## config.mk

```make
export PLATFORM = sky130hd
export DESIGN_NAME = uart_transmitter
export DESIGN_NICKNAME = d
export VERILOG_FILES = /design/src/rtl/uart_pkg.sv /design/src/rtl/uart_baud_gen.sv /design/src/rtl/uart_transmitter.sv
export SDC_FILE = /design/constraint.sdc
export NUM_CORES = 1
export LEC_CHECK = 0
export BUFFER_PORTS_ARGS = -buffer_cell sky130_fd_sc_hd__buf_2
export CORE_MARGIN = 2
export CORE_UTILIZATION = 48
export DETAILED_ROUTE_END_ITERATION = 8
export HOLD_SLACK_MARGIN = 0.05
export PLACE_DENSITY = 0.65
export SETUP_SLACK_MARGIN = 0.5
export SYNTH_ARGS = -nofsm -noshare
export SYNTH_HDL_FRONTEND = slang
export SYNTH_HIERARCHICAL = 1
export SYNTH_SLANG_ARGS = --single-unit
```

## constraint.sdc

```tcl
create_clock -name clk -period 5.3 [get_ports clk]
set_input_delay 0.795 -clock clk [delete_from_list [all_inputs] [get_ports clk]]
set_output_delay 0.795 -clock clk [all_outputs]
set_load 0.01 [all_outputs]
```

## src/rtl/uart_pkg.sv

```systemverilog
// Shared types and constants for the UART transmitter.
// The PARITY state exists only when UART_TX_PARITY_EN is defined.
package uart_pkg;

    localparam int DEFAULT_CLKS_PER_BIT = 104;
    localparam int DATA_BITS            = 8;

    typedef enum logic [2:0] {
        IDLE   = 3'd0,
        START  = 3'd1,
        DATA   = 3'd2,
`ifdef UART_TX_PARITY_EN
        PARITY = 3'd3,
`endif
        STOP   = 3'd4
    } tx_state_t;

endpackage

```

## src/rtl/uart_baud_gen.sv

```systemverilog
// Bit-boundary strobe: tick is high on the last cycle of each CLKS_PER_BIT window.
// clear restarts the window so a new frame starts on a full bit time.
module uart_baud_gen #(
    parameter int CLKS_PER_BIT = 104
) (
    input  logic clk,
    input  logic rst,
    input  logic clear,
    output logic tick
);

    localparam int CNT_W = $clog2(CLKS_PER_BIT);

    logic [CNT_W-1:0] cnt;

    assign tick = (cnt == CNT_W'(CLKS_PER_BIT - 1));

    always_ff @(posedge clk) begin
        if (rst || clear || tick) cnt <= '0;
        else                      cnt <= cnt + CNT_W'(1);
    end

endmodule

```

## src/rtl/uart_transmitter.sv

```systemverilog
// 8-bit UART transmitter, LSB first, 8N1 by default.
// Define UART_TX_PARITY_EN to append an even-parity bit (8E1).
module uart_transmitter
    import uart_pkg::*;
#(
    parameter int CLKS_PER_BIT = DEFAULT_CLKS_PER_BIT
) (
    input  logic       clk,
    input  logic       rst,
    input  logic       send,
    input  logic [7:0] data,
    output logic       tx,
    output logic       busy
);

    localparam int IDX_W = $clog2(DATA_BITS);

    tx_state_t                state, state_nx;
    logic [DATA_BITS-1:0]     shift_reg, shift_nx;
    logic [IDX_W-1:0]         bit_idx, idx_nx;
    logic                     tick, clear, accept;
    logic                     tx_d, busy_d;
`ifdef UART_TX_PARITY_EN
    logic                     parity_q;
`endif

    assign accept = (state == IDLE) && send;

    uart_baud_gen #(.CLKS_PER_BIT(CLKS_PER_BIT)) u_baud (
        .clk   (clk),
        .rst   (rst),
        .clear (clear),
        .tick  (tick)
    );

    always_ff @(posedge clk) begin
        if (rst) begin
            state     <= IDLE;
            shift_reg <= '0;
            bit_idx   <= '0;
            tx        <= 1'b1;
            busy      <= 1'b0;
        end else begin
            state     <= state_nx;
            shift_reg <= shift_nx;
            bit_idx   <= idx_nx;
            tx        <= tx_d;
            busy      <= busy_d;
        end
    end

`ifdef UART_TX_PARITY_EN
    always_ff @(posedge clk) begin
        if (rst)         parity_q <= 1'b0;
        else if (accept) parity_q <= ^data;
    end
`endif

    always_comb begin
        state_nx = state;
        case (state)
            IDLE:   if (send) state_nx = START;
            START:  if (tick) state_nx = DATA;
            DATA:   if (tick && bit_idx == IDX_W'(DATA_BITS - 1))
`ifdef UART_TX_PARITY_EN
                        state_nx = PARITY;
            PARITY: if (tick) state_nx = STOP;
`else
                        state_nx = STOP;
`endif
            STOP:   if (tick) state_nx = IDLE;
            default:          state_nx = IDLE;
        endcase
    end

    // tx/busy are computed from the next state so the registered line
    // changes on the same edge as the state does.
    always_comb begin
        shift_nx = shift_reg;
        idx_nx   = bit_idx;
        clear    = 1'b0;
        if (accept) begin
            shift_nx = data;
            idx_nx   = '0;
            clear    = 1'b1;
        end else if (state == DATA && tick) begin
            shift_nx = shift_reg >> 1;
            idx_nx   = bit_idx + IDX_W'(1);
        end

        tx_d   = 1'b1;
        busy_d = (state_nx != IDLE);
        case (state_nx)
            START:  tx_d = 1'b0;
            DATA:   tx_d = shift_nx[0];
`ifdef UART_TX_PARITY_EN
            PARITY: tx_d = parity_q;
`endif
            default: tx_d = 1'b1;
        endcase
    end

endmodule

```

==> parameters.txt, run 1 <==
Parameter                              Value

Die
  Initial cell density of the core    50.7%
  Area of the die    2430 sq um
  I/O pin cnt    13
  Die Y-Extent    49.3 um
  Die Wd    about 49 um
  Total number of placement rows    16
  Core area    1940 sq um

Pwr
  Maximum vdd ir drop    ~180 uV
  P_sw    0.0685 mW
  Sw Share    23.7%
  Total power divided by cell area    265 nW/um^2
  Combinational Power Share    8.9%
  Proportion of power drawn by the clock network    27.1%
  Leakage power    0.423 nW
  Total internal power    0.221 mW
  Post-route total power    0.289 mW
  Sequential fraction of design power    64.0%

Status
  Result of the run    completed

Final layout
  Antenna fix cells    0
  Area of combinational cells with multiple inputs    480 sq um
  Layout overhead on the synthesized area    10.9%
  Register cell area after layout    460 sq um
  Total of fill cells in the finished design    203
  Final Core Density    56.3%
  Share of layout cells above drive strength 1    between 10% and 20%
  Flip-flop count of the largest register after layout    8
  Final cell count without fillers    144
  NumNets Final    133
  Final Cell Area    approximately 1100 sq um

Synthesis
  Total standard cell area after synthesis    approximately 980 sq um
  Warning count from the yosys run    6
  Sequential element share of the synthesized area    46.8%
  Post-synth EDFFs    0
  Number of distinct library cell variants in the gate-level netlist after synthesis    31
  Synthesized netlist net count    118
  Biggest area contributors in the synthesized netlist    dfxtp_1 47%, nor2_1 5.3%, ha_1 5.1%
  Commonest register cell after synthesis    dfxtp_1
  Cell taking the most area after synthesis    dfxtp_1
  Average cell area after synthesis    9.56 sq um
  Fraction of registers with async set or reset after synthesis    0%
  Top cells by count, synth    23 x dfxtp_1, 14 x nor2_1, 10 x nor3_1
  Share of the synthesized area in the top cell type    46.8%
  Top-count cell post-synth    dfxtp_1
  Synthesized flop and latch total    23
  Mapped Cells    103

Detailed routing
  Via total after detailed routing    768
  Routed length per instance    11.8 um
  Drt first-iter violations    16
  Vias per cell    5.33
  Number of detailed-routing iterations run before antenna repair    4
  Routed wire length    1700 um
  Number of nets with antenna violations after routing    0
  Drc violations    0

STA
  Count of final setup violators    0
  Final TNS setup    0 ns
  Final max-slew violation count    0
  Max Clock Freq    488 MHz
  Final hold violations    0
  Max transition margin    70.2%
  Hold Slack    0.478 ns
  Final period utilization    38.7%
  Unrepaired setup endpoints after global routing    false
  Crit path time final    2.05 ns
  Clk_skew    0.00594 ns
  Min setup slack post-route    3.25 ns
  Slew @ Worst Pin    0.444 ns

Placed design
  Post-detail-place hpwl    1220 um
  Minimum setup slack after placement    3.11 ns
  Routability-driven placement congestion ratio    slightly above 0.7
  Cell area after placement    1070 sq um
  Total instance count after detailed placement    between 100 and 150
  Buffers added on ports    12

Global routing
  Busiest grt layer    met2
  Grt met1 use    18.4%
  Maximum number of pins on one net before global-route repair    17
  Number of antenna violations at the first check in global routing    0
  Met3 track demand over resource in global routing    around 4.0%
  First-pass GRT wire length    2790 um
  Vias in the first global route    between 600 and 700
  Routing usage on met2    about a quarter
  Total Routing Usage GR    15.2%
  Remaining global-route overflow    0

CTS
  Clock network latency to the later pin of the worst-skew pair    roughly 0.3 ns
  Setup bufs post-CTS    0
  Buffers from clock root to sink, at most    2
  Clock transition at the register clock pins on the worst setup and hold paths after CTS    0.12 ns
  Total clock buffers created by CTS    3
  Number of sinks handled by clock tree synthesis    23
  Post-CTS Hold Buffers    0
  Number of H-tree branching levels    1
  Resized Gates After CTS    0
  Buffer type at the clock tree root    clkbuf_4
  Clock tree from TritonCTS    built

Worst setup path
  Crit path kind    reg2reg
  Critical Path RT    5.51 ns
  CP Data Arrival Time    2.26 ns
  Setup slack, reg-to-reg    3.25 ns
  CP max FO    7
  Kind of end point of the critical path    flip-flop
  Nature of the critical path startpoint    flip-flop

Hold path
  Tightest Hold Check Type    reg2reg

Flow run
  Max-cap violations    0
power by group through the flow:
stage | logic [mW] | clock network [mW] | registers, mW
4_1_cts | 0.0262 | 0.0808 | 0.185
6_report | 0.0258 | 0.0784 | 0.185
3_3_place_gp | 0.0251 | 0 | 0.189
2_1_floorplan | 0.0182 | 0 | 0.188
3_5_place_dp | 0.0260 | 0 | 0.189
5_1_grt | 0.0292 | 0.0891 | 0.186
layout make-up:
cell class | count | area share [%]
Clock buffer | 4 | 2.41
Inverter | 3 | 2.18
Multi-Input combinational cell | 74 | 44.0
Sequential cell | 23 | 42.2
Tap cell | 27 | 3.09
Timing Repair Buffer | 13 | 6.19
cells in the final DEF, fill, tap and decap left out, types with 2 or more instances in the layout:
| master | synthesis | layout |
|---|---|---|
| buf_2 | 1 | 12 |
| nand3_1 | 2 | 2 |
| xor2_1 | 2 | 2 |
| clkbuf_4 | 0 | 3 |
| inv_1 | 2 | 2 |
| a21oi_1 | 7 | 7 |
| mux2i_1 | 3 | 3 |
| dfxtp_1 | 23 | 23 |
| o21ai_0 | 2 | 2 |
| ha_1 | 4 | 4 |
| nor2_1 | 14 | 14 |
| o22ai_1 | 4 | 4 |
| nor3_1 | 10 | 10 |
| or3_1 | 3 | 3 |
| xnor2_1 | 2 | 2 |
| nand2_1 | 6 | 6 |
| a22oi_1 | 3 | 3 |
kinds of logic (layout without fill, tap and decap cells):
kind of cell	after synthesis	in the layout	share of synthesized area, %
AO/OA/AOI/OAI	20	20	13.5
XOR/XNOR	4	4	3.56
adder cells (fa/ha/maj)	4	4	5.08
buffers and inverters	6	20	4.45
flip-flops	23	23	46.8
multiplexers	3	3	3.05
AND/OR/NAND/NOR	43	43	23.6
path summary, 6_finish.rpt:
kind / end / cells after the start / start
max: tx$_SDFF_PP1_ / 8 / u_baud/cnt[0]$_SDFF_PP0_
max reg2reg: tx$_SDFF_PP1_ / 8 / u_baud/cnt[0]$_SDFF_PP0_
min reg2reg: shift_reg[2]$_SDFFE_PP0P_ / 2 / shift_reg[2]$_SDFFE_PP0P_
min: shift_reg[2]$_SDFFE_PP0P_ / 2 / shift_reg[2]$_SDFFE_PP0P_
critical path: stages, from the launching register on:
cell and delay, ns:
dfxtp_1 0.41, ha_1 0.20, nand2_1 0.08, nor2_1 0.30
nor4bb_1 0.34, buf_4 0.21, a22o_4 0.12, a21oi_2 0.03
o32ai_1 0.26
metal layers:
layer  vias to the layer above  part of all wire, %
li1                        398                    -
met2                        12                   45
met4                         0                  1.8
met3                         4                  4.0
met5                         -                    0
met1                       354                   49
No activity file was read; power rests on OpenSTA's default activity.
==> run 2: changes to the inputs <==
PLACE_DENSITY = 0.68   (was 0.65)
clock period = 1.8 ns   (was 5.3 ns; I/O delays follow)
==> run 2 against run 1 <==
Effect of this change: routed wire length increased by 26%; global-route usage grew 4.0 points; total power rose to 3.1 times the previous value; via count rose by 11%; final area rose by 26%; register-to-register slack lost 3.1 ns; clock skew about the same; critical path depth down 1; critical endpoint is now busy$_SDFF_PP0_.
==> parameters.txt, run 2 (same netlist as run 1, synthesis figures left out) <==
Parameter                              Value

Status
  Result of the run    completed

STA
  Max Clock Freq    597 MHz
  Final max-slew violation count    0
  Count of final setup violators    0
  Max transition margin    71.7%
  Unrepaired setup endpoints after global routing    true
  Final period utilization    93.0%
  Clk_skew    approximately 0.0063 ns
  Final hold violations    0
  Slew @ Worst Pin    0.422 ns
  Final TNS setup    0 ns
  Min setup slack post-route    0.126 ns
  Crit path time final    around 1.7 ns

Placed design
  Minimum setup slack after placement    0.110 ns
  Buffers added on ports    12
  Routability-driven placement congestion ratio    0.758
  Cell area after placement    1140 sq um
  Post-detail-place hpwl    around 1400 um
  Total instance count after detailed placement    145

Hold path
  Tightest Hold Check Type    in2reg

Detailed routing
  Number of detailed-routing iterations run before antenna repair    4
  Via total after detailed routing    851
  Routed length per instance    13.3 um
  Number of nets with antenna violations after routing    0
  Drt first-iter violations    11
  Vias per cell    roughly 5.3
  Routed wire length    2150 um
  Drc violations    0

Die
  Core area    approximately 1900 sq um
  Area of the die    2430 sq um
  I/O pin cnt    13
  Total number of placement rows    16
  Die Y-Extent    49.3 um
  Die Wd    between 40 and 50 um
  Initial cell density of the core    50.7%

Global routing
  Remaining global-route overflow    0
  Total Routing Usage GR    around a fifth
  Maximum number of pins on one net before global-route repair    17
  Number of antenna violations at the first check in global routing    0
  Vias in the first global route    between 700 and 800
  First-pass GRT wire length    3510 um

Flow run
  Max-cap violations    0

Pwr
  Leakage power    0.543 nW
  Maximum vdd ir drop    445 uV
  Total power divided by cell area    roughly 640 nW/um^2

Worst setup path
  Kind of end point of the critical path    flip-flop
  Crit path kind    reg2reg
  CP Data Arrival Time    ~1.9 ns
  Critical Path RT    2.00 ns
  Nature of the critical path startpoint    flip-flop
  CP max FO    5

CTS
  Clock transition at the register clock pins on the worst setup and hold paths after CTS    0.12 ns
  Buffer type at the clock tree root    clkbuf_4
  Total clock buffers created by CTS    3
  Clock network latency to the later pin of the worst-skew pair    ~0.31 ns
  Number of H-tree branching levels    1
  Number of sinks handled by clock tree synthesis    23
  Buffers from clock root to sink, at most    2
  Post-CTS Hold Buffers    0
  Clock tree from TritonCTS    built

Final layout
  Final Cell Area    1380 sq um
  Final cell count without fillers    approximately 160
  NumNets Final    150
  Most frequent cells in the layout    17 x dfxtp_1, 15 x buf_4, 12 x buf_2, 10 x nor2_1, 8 x nor3_1
  Flip-flop count of the largest register after layout    8
  Layout overhead on the synthesized area    39.6%
  Share of layout cells above drive strength 1    between 40% and 50%
  Total of fill cells in the finished design    151
  Most common cell after layout, fill and taps aside    dfxtp_1
  Antenna fix cells    0
-- run 2: cell types whose count changed in the layout (fill, tap and decap cells not counted), moves of 2 or more --
cell	delta
nor2_4	+2
a21oi_2	+2
nand2_1	-2
dfxtp_2	+3
dfxtp_1	-6
buf_6	+3
buf_4	+14
nor2_1	-4
nor2_2	+2
nand2_4	+2
a21oi_1	-2
nor3_1	-2
dfxtp_4	+3
-- run 2: through the flow --
stage	utilization [%]	total power, mW	hold WS (ns)
floorplan	-	0.614	0.347
global placement	58.8	0.642	0.455
detailed placement	58.8	0.645	0.451
CTS	64.7	0.880	0.204
global route	70.8	0.936	0.246
finish	70.8	0.883	0.222
-- run 2: what timing repair did --
item | 4_1_cts | 5_1_grt
pin swaps | 9 | 12
gates resized for setup | 9 | 16
buffers inserted | 6 | 6
cloned | 0 | 0
setup endpoints to repair | 22 | 23
-- run 2: final timing paths --
kind                             start                   endpoint  slack [ns]  depth (start not counted)
min                            data[7]  shift_reg[7]$_SDFFE_PP0P_        0.22                          3
max           u_baud/cnt[3]$_SDFF_PP0_            busy$_SDFF_PP0_        0.13                          7
max reg2reg   u_baud/cnt[3]$_SDFF_PP0_            busy$_SDFF_PP0_        0.13                          7
min reg2reg  shift_reg[2]$_SDFFE_PP0P_  shift_reg[2]$_SDFFE_PP0P_        0.46                          2
-- run 2: area by class of cell --
class,instances,area (sq um),share of cell area [%]
Inverter,3,23.8,1.73
Multi-Input combinational cell,74,609,44.3
Clock buffer,4,26.3,1.91
Tap cell,27,33.8,2.46
Timing Repair Buffer,30,206,15.0
Sequential cell,23,475,34.6
-- run 2: critical path, cell delays in order (launching register included) --
cell and delay [ns]:
dfxtp_4 0.37, nand4bb_4 0.21, nor2_4 0.18, buf_4 0.14
inv_1 0.03, mux2i_1 0.19, nor4_2 0.09, or3_1 0.36
-- run 2: power breakdown --
group	switching (mW)	total (mW)	internal, mW
logic	0.0582	0.109	0.0507
registers	0.0134	0.541	0.528
clock network	0.146	0.233	0.0865
-- run 2: per-layer routing --
layer / wire [um] / global-route usage (%)
met5: 0 / 0
met4: 32 / 8.57
met3: 60 / 3.68
met2: 1090 / 31.5
met1: 961 / 24.2
==> run 3: changes to the inputs <==
ABC_AREA = 1   (was not set)
PLACE_DENSITY = 0.65   (was 0.68)
clock period = 2.01 ns   (was 1.8 ns; I/O delays follow)
==> run 3 against run 2 <==
Effect of this change: sequential share of layout area increased by 0.90 points; combinational power shrank 18%; synthesized cell count grew 39%; register-to-register slack better by 0.52 ns; via count is 10% higher; worst setup slack gained 0.52 ns; core utilization decreased by 11 points; sequential power down 9.8%; final area fell by 5.1%; non-clock buffer count is 14 lower; clock power decreased by 10%; total power fell by 11%; largest cell class unchanged.
==> parameters.txt, run 3 <==
Parameter                              Value

Status
  Result of the run    completed

CTS
  Number of sinks handled by clock tree synthesis    23
  Number of H-tree branching levels    1
  Clock transition at the register clock pins on the worst setup and hold paths after CTS    0.11 ns
  Total clock buffers created by CTS    3
  Buffers from clock root to sink, at most    2
  Post-CTS Hold Buffers    0
  Clock network latency to the later pin of the worst-skew pair    0.31 ns
  Buffer type at the clock tree root    clkbuf_4
  Clock tree from TritonCTS    built

STA
  Slew @ Worst Pin    0.303 ns
  Final hold violations    0
  Final period utilization    67.7%
  Clk_skew    0.00889 ns
  Max transition margin    about 80%
  Count of final setup violators    0
  Final max-slew violation count    0
  Max Clock Freq    about 740 MHz
  Unrepaired setup endpoints after global routing    false
  Final TNS setup    0 ns
  Crit path time final    between 1 and 1.5 ns

Placed design
  Routability-driven placement congestion ratio    0.744
  Buffers added on ports    12
  Post-detail-place hpwl    about 1300 um
  Cell area after placement    1160 sq um

Final layout
  Most frequent cells in the layout    25 x nand2_1, 22 x nor2_1, 21 x dfxtp_1, 17 x inv_1, 12 x buf_2
  Most common cell after layout, fill and taps aside    nand2_1
  Final Cell Area    approximately 1300 sq um
  Layout overhead on the synthesized area    21.6%
  Share of layout cells above drive strength 1    a little under a third
  NumNets Final    179
  Antenna fix cells    0
  Flip-flop count of the largest register after layout    8
  Total of fill cells in the finished design    212

Synthesis
  Average cell area after synthesis    7.51 sq um
  Top-count cell post-synth    nand2_1
  Total standard cell area after synthesis    1070 sq um
  Post-synth EDFFs    0
  Biggest area contributors in the synthesized netlist    dfxtp_1 43%, nand2_1 9.4%, nor2_1 8.7%
  Fraction of registers with async set or reset after synthesis    0%
  Synthesized netlist net count    158
  Synthesized flop and latch total    23
  Share of the synthesized area in the top cell type    42.9%
  Commonest register cell after synthesis    dfxtp_1
  Number of distinct library cell variants in the gate-level netlist after synthesis    22
  Warning count from the yosys run    6
  Cell taking the most area after synthesis    dfxtp_1
  Mapped Cells    143
  Top cells by count, synth    27 x nand2_1, 25 x nor2_1, 23 x dfxtp_1
  Sequential element share of the synthesized area    between 40% and 50%

Global routing
  First-pass GRT wire length    ~3500 um
  Number of antenna violations at the first check in global routing    0
  Vias in the first global route    853
  Remaining global-route overflow    0
  Maximum number of pins on one net before global-route repair    13
  Total Routing Usage GR    roughly 17%

Detailed routing
  Drc violations    0
  Via total after detailed routing    936
  Drt first-iter violations    22
  Routed wire length    slightly below 2000 um
  Routed length per instance    10.3 um
  Number of nets with antenna violations after routing    0
  Vias per cell    4.90
  Number of detailed-routing iterations run before antenna repair    4

Die
  Die Wd    just over 50 um
  Area of the die    approximately 2600 sq um
  Initial cell density of the core    49.5%
  Die Y-Extent    slightly above 50 um
  Total number of placement rows    17
  Core area    between 2000 and 2500 sq um
  I/O pin cnt    13

Pwr
  Sw Share    25.1%
  Leakage power    0.566 nW
  Combinational Power Share    11.3%
  Maximum vdd ir drop    453 uV
  Total internal power    0.589 mW
  Sequential fraction of design power    62.1%
  Proportion of power drawn by the clock network    26.6%
  P_sw    about 0.20 mW
  Total power divided by cell area    603 nW/um^2

Worst setup path
  Crit path kind    reg2reg
  CP Data Arrival Time    between 1.5 and 2 ns
  Critical Path RT    ~2.2 ns
  Kind of end point of the critical path    flip-flop
  CP max FO    6
  Nature of the critical path startpoint    flip-flop

Hold path
  Tightest Hold Check Type    in2reg

Flow run
  Max-cap violations    0
[run 3: timing repair]
item | CTS | global route
gates cloned | 1 | 0
buffers inserted | 2 | 2
resized for setup | 8 | 10
setup endpoints to repair | 12 | 11
pin swaps | 1 | 5
[run 3: metrics by stage]
step | util (%) | hold WS, ns | setup slack, ns | total power, mW | instances
6_report | 60.1 | 0.220 | 0.650 | 0.786 | 191
5_1_grt | 60.1 | 0.217 | 0.534 | 0.830 | 191
4_1_cts | 57.4 | 0.205 | 0.536 | 0.791 | 189
3_5_place_dp | 53.5 | 0.466 | 0.258 | 0.573 | 182
3_3_place_gp | 53.5 | 0.461 | 0.317 | 0.572 | 182
2_1_floorplan | - | 0.371 | 0.516 | 0.547 | 143
[run 3: worst paths after layout]
check	startpoint	end	slack (ns)	depth (start not counted)
worst max-delay path	u_baud/cnt[1]$_SDFF_PP0_	shift_reg[1]$_SDFFE_PP0P_	0.65	10
worst min-delay path	rst	shift_reg[2]$_SDFFE_PP0P_	0.22	2
worst max register to register	u_baud/cnt[1]$_SDFF_PP0_	shift_reg[1]$_SDFFE_PP0P_	0.65	10
worst min register to register	bit_idx[2]$_SDFFE_PP0P_	bit_idx[2]$_SDFFE_PP0P_	0.48	2
[run 3: per-layer routing]
layer | wire [um] | GRT usage, % | vias up | part of all wire [%]
li1 | - | - | 493 | -
met2 | 961 | 27.9 | 10 | 49
met4 | 17 | 9.21 | 0 | 0.87
met5 | 0 | 0 | - | 0
met1 | 934 | 22.3 | 431 | 48
met3 | 46 | 2.63 | 2 | 2.3
[run 3: power by group through the flow]
stage	Combinational, mW	Clock, mW	Sequential [mW]
after floorplan	0.0502	0	0.497
after global placement	0.0750	0	0.497
after detailed placement	0.0762	0	0.497
after CTS	0.0833	0.221	0.486
after global routing	0.102	0.237	0.490
final	0.0889	0.209	0.488
[run 3: kinds of logic after synthesis]
group                      after synthesis  synth area share (%)
AOI/OAI and AO/OA                       15                  7.69
xor gates and xnor gates                 2                  1.63
adders and majority gates                4                  4.66
buffers and inverters                   21                  7.69
DFF                                     23                  42.9
and+or+nand+nor                         78                  35.4
[run 3: area by class of cell]
| class | instances | area [sq um] | area share, % |
|---|---|---|---|
| repair buffers | 16 | 90.1 | 6.90 |
| well taps | 28 | 35.0 | 2.68 |
| clock buffers | 4 | 26.3 | 2.01 |
| inverters | 20 | 77.6 | 5.94 |
| flip-flops and latches | 23 | 463 | 35.5 |
| multi-input cells | 100 | 613 | 47.0 |
[run 3: worst max-delay path: stages (launching register included)]
cell     delay (ns)
dfxtp_2        0.37
ha_4           0.14
nand2_2        0.05
inv_2          0.08
nand3_4        0.08
inv_4          0.09
nand4_4        0.13
nand2_4        0.15
nor2_1         0.05
nor2_1         0.09
nor2_1         0.04
